<file path="config.mk">
export PLATFORM = sky130hd
export DESIGN_NAME = nibble_packer
export DESIGN_NICKNAME = d
export VERILOG_FILES = /design/src/rtl/nibble_packer.sv
export SDC_FILE = /design/constraint.sdc
export NUM_CORES = 1
export LEC_CHECK = 0
export CAP_MARGIN = 20
export CORE_ASPECT_RATIO = 1.25
export CORE_UTILIZATION = 56
export DETAILED_ROUTE_END_ITERATION = 8
export PLACE_DENSITY = 0.93
export SLEW_MARGIN = 20
export SYNTH_ARGS = -nofsm -noshare
export SYNTH_HDL_FRONTEND = slang
export SYNTH_SLANG_ARGS = --single-unit
</file>
<file path="constraint.sdc">
create_clock -name clk_i -period 4.5 [get_ports clk_i]
set_input_delay 0.9 -clock clk_i [delete_from_list [all_inputs] [get_ports clk_i]]
set_output_delay 0.9 -clock clk_i [all_outputs]
set_load 0.01 [all_outputs]
</file>
<file path="src/rtl/nibble_packer.sv">
// nibble_packer
//
// Packs a stream of FIELD_W-bit fields into FIELD_W*LANES-bit words. The
// first field of a word lands in the most significant lane. A field offered
// with in_last_i closes the word early, and the unfilled low lanes read zero.
// The finished word sits in a single output register until downstream takes it.
//
// Ports:
//   clk_i        clock, rising edge active
//   rst_n_i      asynchronous active-low reset
//   in_valid_i   a field is offered
//   in_ready_o   a field is accepted this cycle (depends on output state only)
//   in_data_i    offered field
//   in_last_i    offered field closes the current word
//   out_valid_o  output register holds a word
//   out_ready_i  downstream takes the word this cycle
//   out_data_o   packed word, lane 0 in the top FIELD_W bits
//   out_count_o  number of real fields in out_data_o (1..LANES)
module nibble_packer #(
    parameter int FIELD_W = 4,
    parameter int LANES   = 4
) (
    input  logic                       clk_i,
    input  logic                       rst_n_i,
    input  logic                       in_valid_i,
    output logic                       in_ready_o,
    input  logic [FIELD_W-1:0]         in_data_i,
    input  logic                       in_last_i,
    output logic                       out_valid_o,
    input  logic                       out_ready_i,
    output logic [FIELD_W*LANES-1:0]   out_data_o,
    output logic [2:0]                 out_count_o
);

    localparam int WORD_W = FIELD_W * LANES;
    localparam int FILL_W = (LANES > 1) ? $clog2(LANES) : 1;

    // Accumulator and fill index; acc_r only ever holds lanes below fill_r,
    // all higher lanes are zero because it is cleared on every completion.
    logic [WORD_W-1:0] acc_r;
    logic [FILL_W-1:0] fill_r;

    // Output register
    logic [WORD_W-1:0] out_data_r;
    logic [2:0]        out_count_r;
    logic              out_valid_r;

    // Next-state values
    logic [WORD_W-1:0] acc_n_s;
    logic [FILL_W-1:0] fill_n_s;
    logic [WORD_W-1:0] out_data_n_s;
    logic [2:0]        out_count_n_s;
    logic              out_valid_n_s;

    logic              in_ready_s;
    logic              in_fire_s;
    logic              complete_s;
    logic [WORD_W-1:0] merged_s;

    // Ready depends only on output-side state so it cannot loop back through
    // in_data_i/in_last_i.
    assign in_ready_s = !out_valid_r || out_ready_i;
    assign in_fire_s  = in_valid_i && in_ready_s;
    assign complete_s = in_last_i || (fill_r == FILL_W'(LANES - 1));

    assign in_ready_o  = in_ready_s;
    assign out_valid_o = out_valid_r;
    assign out_data_o  = out_data_r;
    assign out_count_o = out_count_r;

    // Accumulator with the offered field dropped into lane fill_r.
    always_comb begin
        merged_s = acc_r;
        for (int i = 0; i < LANES; i++) begin
            if (FILL_W'(i) == fill_r) begin
                merged_s[WORD_W-1-i*FIELD_W -: FIELD_W] = in_data_i;
            end else begin
                merged_s[WORD_W-1-i*FIELD_W -: FIELD_W] = acc_r[WORD_W-1-i*FIELD_W -: FIELD_W];
            end
        end
    end

    // Next-state for accumulator and output register.
    always_comb begin
        acc_n_s       = acc_r;
        fill_n_s      = fill_r;
        out_data_n_s  = out_data_r;
        out_count_n_s = out_count_r;

        // An output fire frees the register; a completing fire below may
        // immediately refill it, keeping valid high with no gap.
        if (out_valid_r && out_ready_i) begin
            out_valid_n_s = 1'b0;
        end else begin
            out_valid_n_s = out_valid_r;
        end

        if (in_fire_s) begin
            if (complete_s) begin
                out_data_n_s  = merged_s;
                out_count_n_s = 3'(fill_r) + 3'd1;
                out_valid_n_s = 1'b1;
                acc_n_s       = {WORD_W{1'b0}};
                fill_n_s      = {FILL_W{1'b0}};
            end else begin
                acc_n_s  = merged_s;
                fill_n_s = fill_r + FILL_W'(1);
            end
        end else begin
            acc_n_s  = acc_r;
            fill_n_s = fill_r;
        end
    end

    // State registers; reset discards any partial or pending word.
    always_ff @(posedge clk_i or negedge rst_n_i) begin
        if (!rst_n_i) begin
            acc_r       <= {WORD_W{1'b0}};
            fill_r      <= {FILL_W{1'b0}};
            out_data_r  <= {WORD_W{1'b0}};
            out_count_r <= 3'd0;
            out_valid_r <= 1'b0;
        end else begin
            acc_r       <= acc_n_s;
            fill_r      <= fill_n_s;
            out_data_r  <= out_data_n_s;
            out_count_r <= out_count_n_s;
            out_valid_r <= out_valid_n_s;
        end
    end

endmodule
</file>
==> impl_metrics.py, run 1 <==
metrics = {
    "worst_setup_path": {
        "startpoint": "out_ready_i",
        "r2r_end": "out_data_o[14]",
        "endpoint": "in_ready_o",
        "r2r.worst_path.cells": 4,
        "criticalPathCategory": "primary input to output port",
        "worstPathRequired_ns": 3.60,
        "cp-end-kind": "output port",
        "rrSetupSlack_ns": 2.42,
        "critPathArrivalTime_ns": 2.29,
        "cp_max_fo": 8,
        "critPathLaunchType": "primary input",
        "rr_startpoint": "fill_r[1]",
    },
    "sta": {
        "fin_hold_ws_ns": 0.4963,
        "period_minus_slack_ns": 3.189,
        "maxSlewViolCount": 0,
        "fin_skew_ns": 0.007381,
        "worst_slack_ns": 1.311,
        "max_slew_margin_pct": 65.48,
        "rsz0062_at_grt": "no",
        "setup_viol": 0,
        "tns_ns": 0,
        "min_period_over_period_pct": 70.87,
        "fmax_mhz": 313.6,
        "worstMarginPinSlew_ns": 0.5161,
        "final-hold-violation-count": 0,
    },
    "synthesis": {
        "synth_mux_area_share_pct": 25.25,
        "synth-simple-area-share_pct": 4.526,
        "synth_area_per_cell_um2": 14.99,
        "seq_area_frac_synth_pct": 53.75,
        "synth_adder_area_share_pct": 2.829,
        "netlist_instances": 118,
        "ys_warn_count": 0,
        "synth-compound-area-share_pct": 9.335,
        "syn_nets": 131,
        "synth_area_um2": 1769,
        "ys_seq_elements": 38,
        "synth-xor-area-share_pct": 0,
        "ys_types": 21,
        "synth_top_family_by_area": "multiplexers",
    },
    "placed_design": {
        "globalplace.congestion": 0.7706,
        "port_buffers": 29,
        "dp_slack_ns": 1.314,
        "hpwl_um": 2235,
    },
    "global_route": {
        "grt_overflow": 0,
        "grt_max_degree": 39,
        "grt_use_total_pct": 23.39,
        "grt_use_met3_pct": 7.042,
        "grt_use_met2_pct": 35.26,
        "grt_pass1_wl_um": 5554,
        "use_met1_pct": 30.59,
        "first_global_vias": 1101,
        "antenna_found_initial": 0,
        "top_usage_layer": "met2",
    },
    "finish": {
        "syn_to_final_growth_pct": 20.58,
        "regArea_um2": 950.9,
        "drive_above_1_share_pct": 31.76,
        "n_antenna_cell": 0,
        "fillCellCount": 209,
        "fin_nets": 160,
        "postLayoutCoreUtil_pct": 71.76,
        "multi_input_area_um2": 742.0,
    },
    "power": {
        "power.leakage_nw": 1.008,
        "internal_power_mw": 0.7327,
        "vdd_drop_max_v": 0.0003148,
        "comb_power_share_pct": 34.3,
        "pwr-share-seq_pct": 44.4,
        "power.density_cell_area_nw_per_um2": 477.5,
        "pwr-share-clk_pct": 21.3,
        "p_switching_mw": 0.2860,
        "swShare_pct": 28.07,
    },
    "clock_network": {
        "cts_hold_buffers": 0,
        "root_buffer": "clkbuf_4",
        "numCtsBuffers": 5,
        "clock_latency_ns": 0.36,
        "cts_sinks": 38,
        "cts_setup_buffers": 0,
        "clock_path_buffers": 2,
        "cts-resized-gates": 0,
        "clkTransAtPathRegs_ns": 0.10,
        "cts.htree.levels": 2,
        "cts_tree": "built",
    },
    "route": {
        "viasPerCell": 5.750,
        "dr.pass1.iters": 4,
        "ant_nets": 0,
        "drt_iter0_drc": 44,
        "vias": 1058,
        "drc": 0,
        "wl_per_cell_um": 17.78,
        "wl_um": 3271,
    },
    "floorplan": {
        "rows": 22,
        "die_area_um2": 3390,
        "start_util_pct": 59.51,
        "die_w_um": 52.28,
        "fp.coreArea_um2": 2973,
        "dieHeight_um": 64.84,
        "pin_count": 30,
    },
    "min_path": {
        "hp-class": "register to register",
    },
    "flow_run": {
        "timing.max_cap.violations": 0,
    },
    "outcome": {
        "outcome": "finished clean",
    },
}
routing by layer:
| metal | share of wire, % | vias to the layer above |
|---|---|---|
| met1 | 43 | 534 |
| met3 | 5.0 | 8 |
| met5 | 0 | - |
| met2 | 50 | 27 |
| li1 | - | 489 |
| met4 | 2.1 | 0 |
cell families (layout without fill, tap and decap cells):
kind of cell | count (synthesis) | in the layout
DFF | 38 | 38
muxes | 35 | 35
AOI/OAI and AO/OA | 18 | 18
buffers and inverters | 13 | 43
and+or+nand+nor | 10 | 10
adders and majority gates | 4 | 4
synthesized netlist by cell type:
library cell	number	share of area [%]
mux2_4	14	12
nor3_4	1	0.92
o211ai_1	3	1.3
inv_1	4	0.85
nand3_4	1	0.99
inv_2	1	0.21
and2_1	4	1.4
buf_1	1	0.21
clkbuf_1	2	0.42
ha_1	4	2.8
dfrtp_1	38	54
and2b_1	1	0.42
nand2_1	2	0.42
mux2_2	21	13
or2_1	1	0.35
o31ai_1	1	0.42
a32o_1	13	7.4
buf_2	1	0.28
buf_4	1	0.42
o21ai_0	1	0.28
buf_6	3	1.9
worst min-delay path by stage:
stage	from	to	cells past startpoint	slack, ns
6_report	acc_r[2]	acc_r[2]	1	0.50
5_1_grt	acc_r[12]	acc_r[12]	1	0.52
4_1_cts	acc_r[2]	acc_r[2]	1	0.50
3_5_place_dp	acc_r[0]	acc_r[0]	1	0.47
3_3_place_gp	acc_r[2]	acc_r[2]	1	0.46
2_1_floorplan	acc_r[0]	acc_r[0]	1	0.45
cell usage in the layout (no fill, tap or decap):
cell type	instances
buf_4	1
o31ai_1	1
o21ai_0	1
mux2_4	14
o211ai_1	3
inv_1	4
nor3_4	1
clkbuf_4	5
nand3_4	1
nand2_1	2
clkbuf_8	3
a32o_1	13
mux2_2	21
clkdlybuf4s50_1	29
and2b_1	1
dfrtp_1	38
and2_1	4
ha_1	4
or2_1	1
inv_2	1
layout make-up:
type,instances,share of cell area [%]
inverters,5,0.8798
multi-input cells,67,34.78
repair buffers,30,13.96
well taps,36,2.111
clock buffers,8,3.695
flip-flops and latches,38,44.57
sequential cells by signal, indices dropped and copies added, names as in the netlist:
name,flops
acc_r,16
out_data_o,16
out_count_o,3
fill_r,2
out_valid_o,1
metrics by stage:
step                      power, mW  instance area, um2  instances
after floorplan              0.6586                1769        118
after global placement       0.7955                2054        176
after detailed placement     0.8116                2054        176
after CTS                     1.028                2133        184
after global routing          1.077                2133        184
final                         1.019                2133        184
power groups by stage:
stage	logic, mW	clock network (mW)	registers (mW)
floorplan	0.180	0	0.478
CTS	0.353	0.222	0.454
global route	0.376	0.240	0.461
detailed placement	0.351	0	0.461
global placement	0.340	0	0.455
finish	0.349	0.217	0.453
critical path, cell delays in order:
cell             delay (ns)
clkdlybuf4s50_1        0.44
and2b_1                0.22
inv_2                  0.16
clkdlybuf4s50_1        0.56
Power figures use the tool's default switching activity.
==> run 2: changes to the inputs <==
CORE_UTILIZATION = 52   (was 56)
PLACE_DENSITY = 0.87   (was 0.93)
clock period = 3.32 ns   (was 4.5 ns; I/O delays follow)
==> run 2 against run 1 <==
Sequential power grew 36%. Clock skew down 0.00052 ns. Sequential share of layout area decreased by 0.72 points. Total power is 46% higher. Critical path type unchanged. Critical endpoint unchanged.
==> impl_metrics.py, run 2 (same netlist as run 1, synthesis figures left out) <==
metrics = {
    "outcome": {
        "outcome": "finished clean",
    },
    "sta": {
        "worstMarginPinSlew_ns": 0.4900,
        "maxSlewViolCount": 0,
        "final-hold-violation-count": 0,
        "period_minus_slack_ns": 2.735,
        "fin_hold_ws_ns": 0.4861,
        "rsz0062_at_grt": "no",
        "tns_ns": 0,
        "setup_viol": 0,
        "fmax_mhz": 365.7,
        "max_slew_margin_pct": 67.23,
        "worst_slack_ns": 0.5854,
        "min_period_over_period_pct": 82.37,
        "fin_skew_ns": 0.006859,
    },
    "route": {
        "ant_nets": 0,
        "vias": 1045,
        "wl_um": 3208,
        "wl_per_cell_um": 17.43,
        "dr.pass1.iters": 4,
        "viasPerCell": 5.679,
        "drt_iter0_drc": 27,
        "drc": 0,
    },
    "finish": {
        "n_antenna_cell": 0,
        "postLayoutCoreUtil_pct": 67.27,
        "syn_to_final_growth_pct": 22.56,
        "most-common-layout-cells": "dfrtp_1, clkdlybuf4s50_1, mux2_2",
        "drive_above_1_share_pct": 31.29,
        "final_common_cell": "dfrtp_1",
        "fin_nets": 160,
    },
    "clock_network": {
        "numCtsBuffers": 5,
        "cts_sinks": 38,
        "root_buffer": "clkbuf_8",
        "cts-resized-gates": 0,
        "cts_setup_buffers": 0,
        "cts.htree.levels": 2,
        "cts_tree": "built",
        "clock_latency_ns": 0.29,
        "cts_hold_buffers": 0,
        "clock_path_buffers": 2,
        "clkTransAtPathRegs_ns": 0.07,
    },
    "global_route": {
        "grt_use_total_pct": 22.32,
        "grt_pass1_wl_um": 5575,
        "grt_max_degree": 39,
        "first_global_vias": 1159,
        "grt_overflow": 0,
        "antenna_found_initial": 0,
    },
    "floorplan": {
        "start_util_pct": 54.89,
        "die_area_um2": 3641,
        "dieHeight_um": 67.22,
        "die_w_um": 54.17,
        "rows": 23,
        "pin_count": 30,
        "fp.coreArea_um2": 3223,
    },
    "worst_setup_path": {
        "cp_max_fo": 8,
        "path_common_cell": "clkdlybuf4s50_1",
        "slowest_delay_ns": 0.56,
        "cp-end-kind": "output port",
        "critPathArrivalTime_ns": 2.07,
        "r2r.worst_path.cells": 4,
        "slowest_stage": "clkdlybuf4s50_1",
        "worstPathRequired_ns": 2.66,
        "critPathLaunchType": "primary input",
        "criticalPathCategory": "primary input to output port",
        "path_cells": "clkdlybuf4s50_1 -> and2b_1 -> inv_2 -> clkdlybuf4s50_1",
    },
    "placed_design": {
        "hpwl_um": 2231,
        "port_buffers": 29,
        "dp_slack_ns": 0.5849,
        "globalplace.congestion": 0.7318,
    },
    "min_path": {
        "hp-class": "register to register",
        "hold_path_depth": 1,
    },
    "power": {
        "power.leakage_nw": 1.021,
        "finalPower_mw": 1.483,
        "power.density_cell_area_nw_per_um2": 683.9,
        "vdd_drop_max_v": 0.0005121,
    },
    "flow_run": {
        "timing.max_cap.violations": 0,
    },
}
==> run 2: changes by cell type in the layout (fill, tap and decap cells not counted) <==
| cell | change |
|---|---|
| clkbuf_4 | -5 |
| bufinv_16 | +1 |
| clkbuf_8 | +3 |
==> run 2: critical path: cells and delay by family <==
kind                   cells  cell delay (ns)
AND/OR/NAND/NOR            1             0.23
buffers and inverters      3             1.16
==> run 2: area by class of cell <==
class                   instances  area [um2]
fillers                       260        1055
multi-input cells              67       742.0
clock buffers                   6       82.58
clock inverters                 1       30.03
flip-flops and latches         38       950.9
well taps                      37       46.29
inverters                       5       18.77
repair buffers                 30       297.8
==> run 2: through the flow <==
stage,cell area [um2],std cells
final,2168,184
after global routing,2168,184
after CTS,2168,184
after detailed placement,2056,177
after global placement,2056,177
after floorplan,1769,118
==> run 2: per-layer routing <==
| metal | GRT usage [%] | part of all wire [%] |
|---|---|---|
| met1 | 26.36 | 43 |
| met2 | 34.91 | 51 |
| met3 | 7.658 | 3.9 |
| met4 | 12.18 | 2.2 |
| met5 | 0 | 0 |
==> run 2: worst paths after layout <==
path                             startpoint             end  slack [ns]
worst min-delay path               acc_r[2]        acc_r[2]        0.49
max in group asynchronous           rst_n_i        acc_r[4]        2.19
worst max-delay path            out_ready_i      in_ready_o        0.59
worst max register to register    fill_r[1]  out_data_o[11]        1.31
min in group asynchronous           rst_n_i   out_data_o[2]        0.79
worst min register to register     acc_r[2]        acc_r[2]        0.49
==> run 2: power by group <==
part | internal (mW) | switching, mW | leakage, nW | total [mW]
registers | 0.560 | 0.0562 | 0.506 | 0.616
logic | 0.289 | 0.181 | 0.458 | 0.471
clock network | 0.240 | 0.156 | 0.0573 | 0.396
total | 1.09 | 0.393 | 1.02 | 1.48
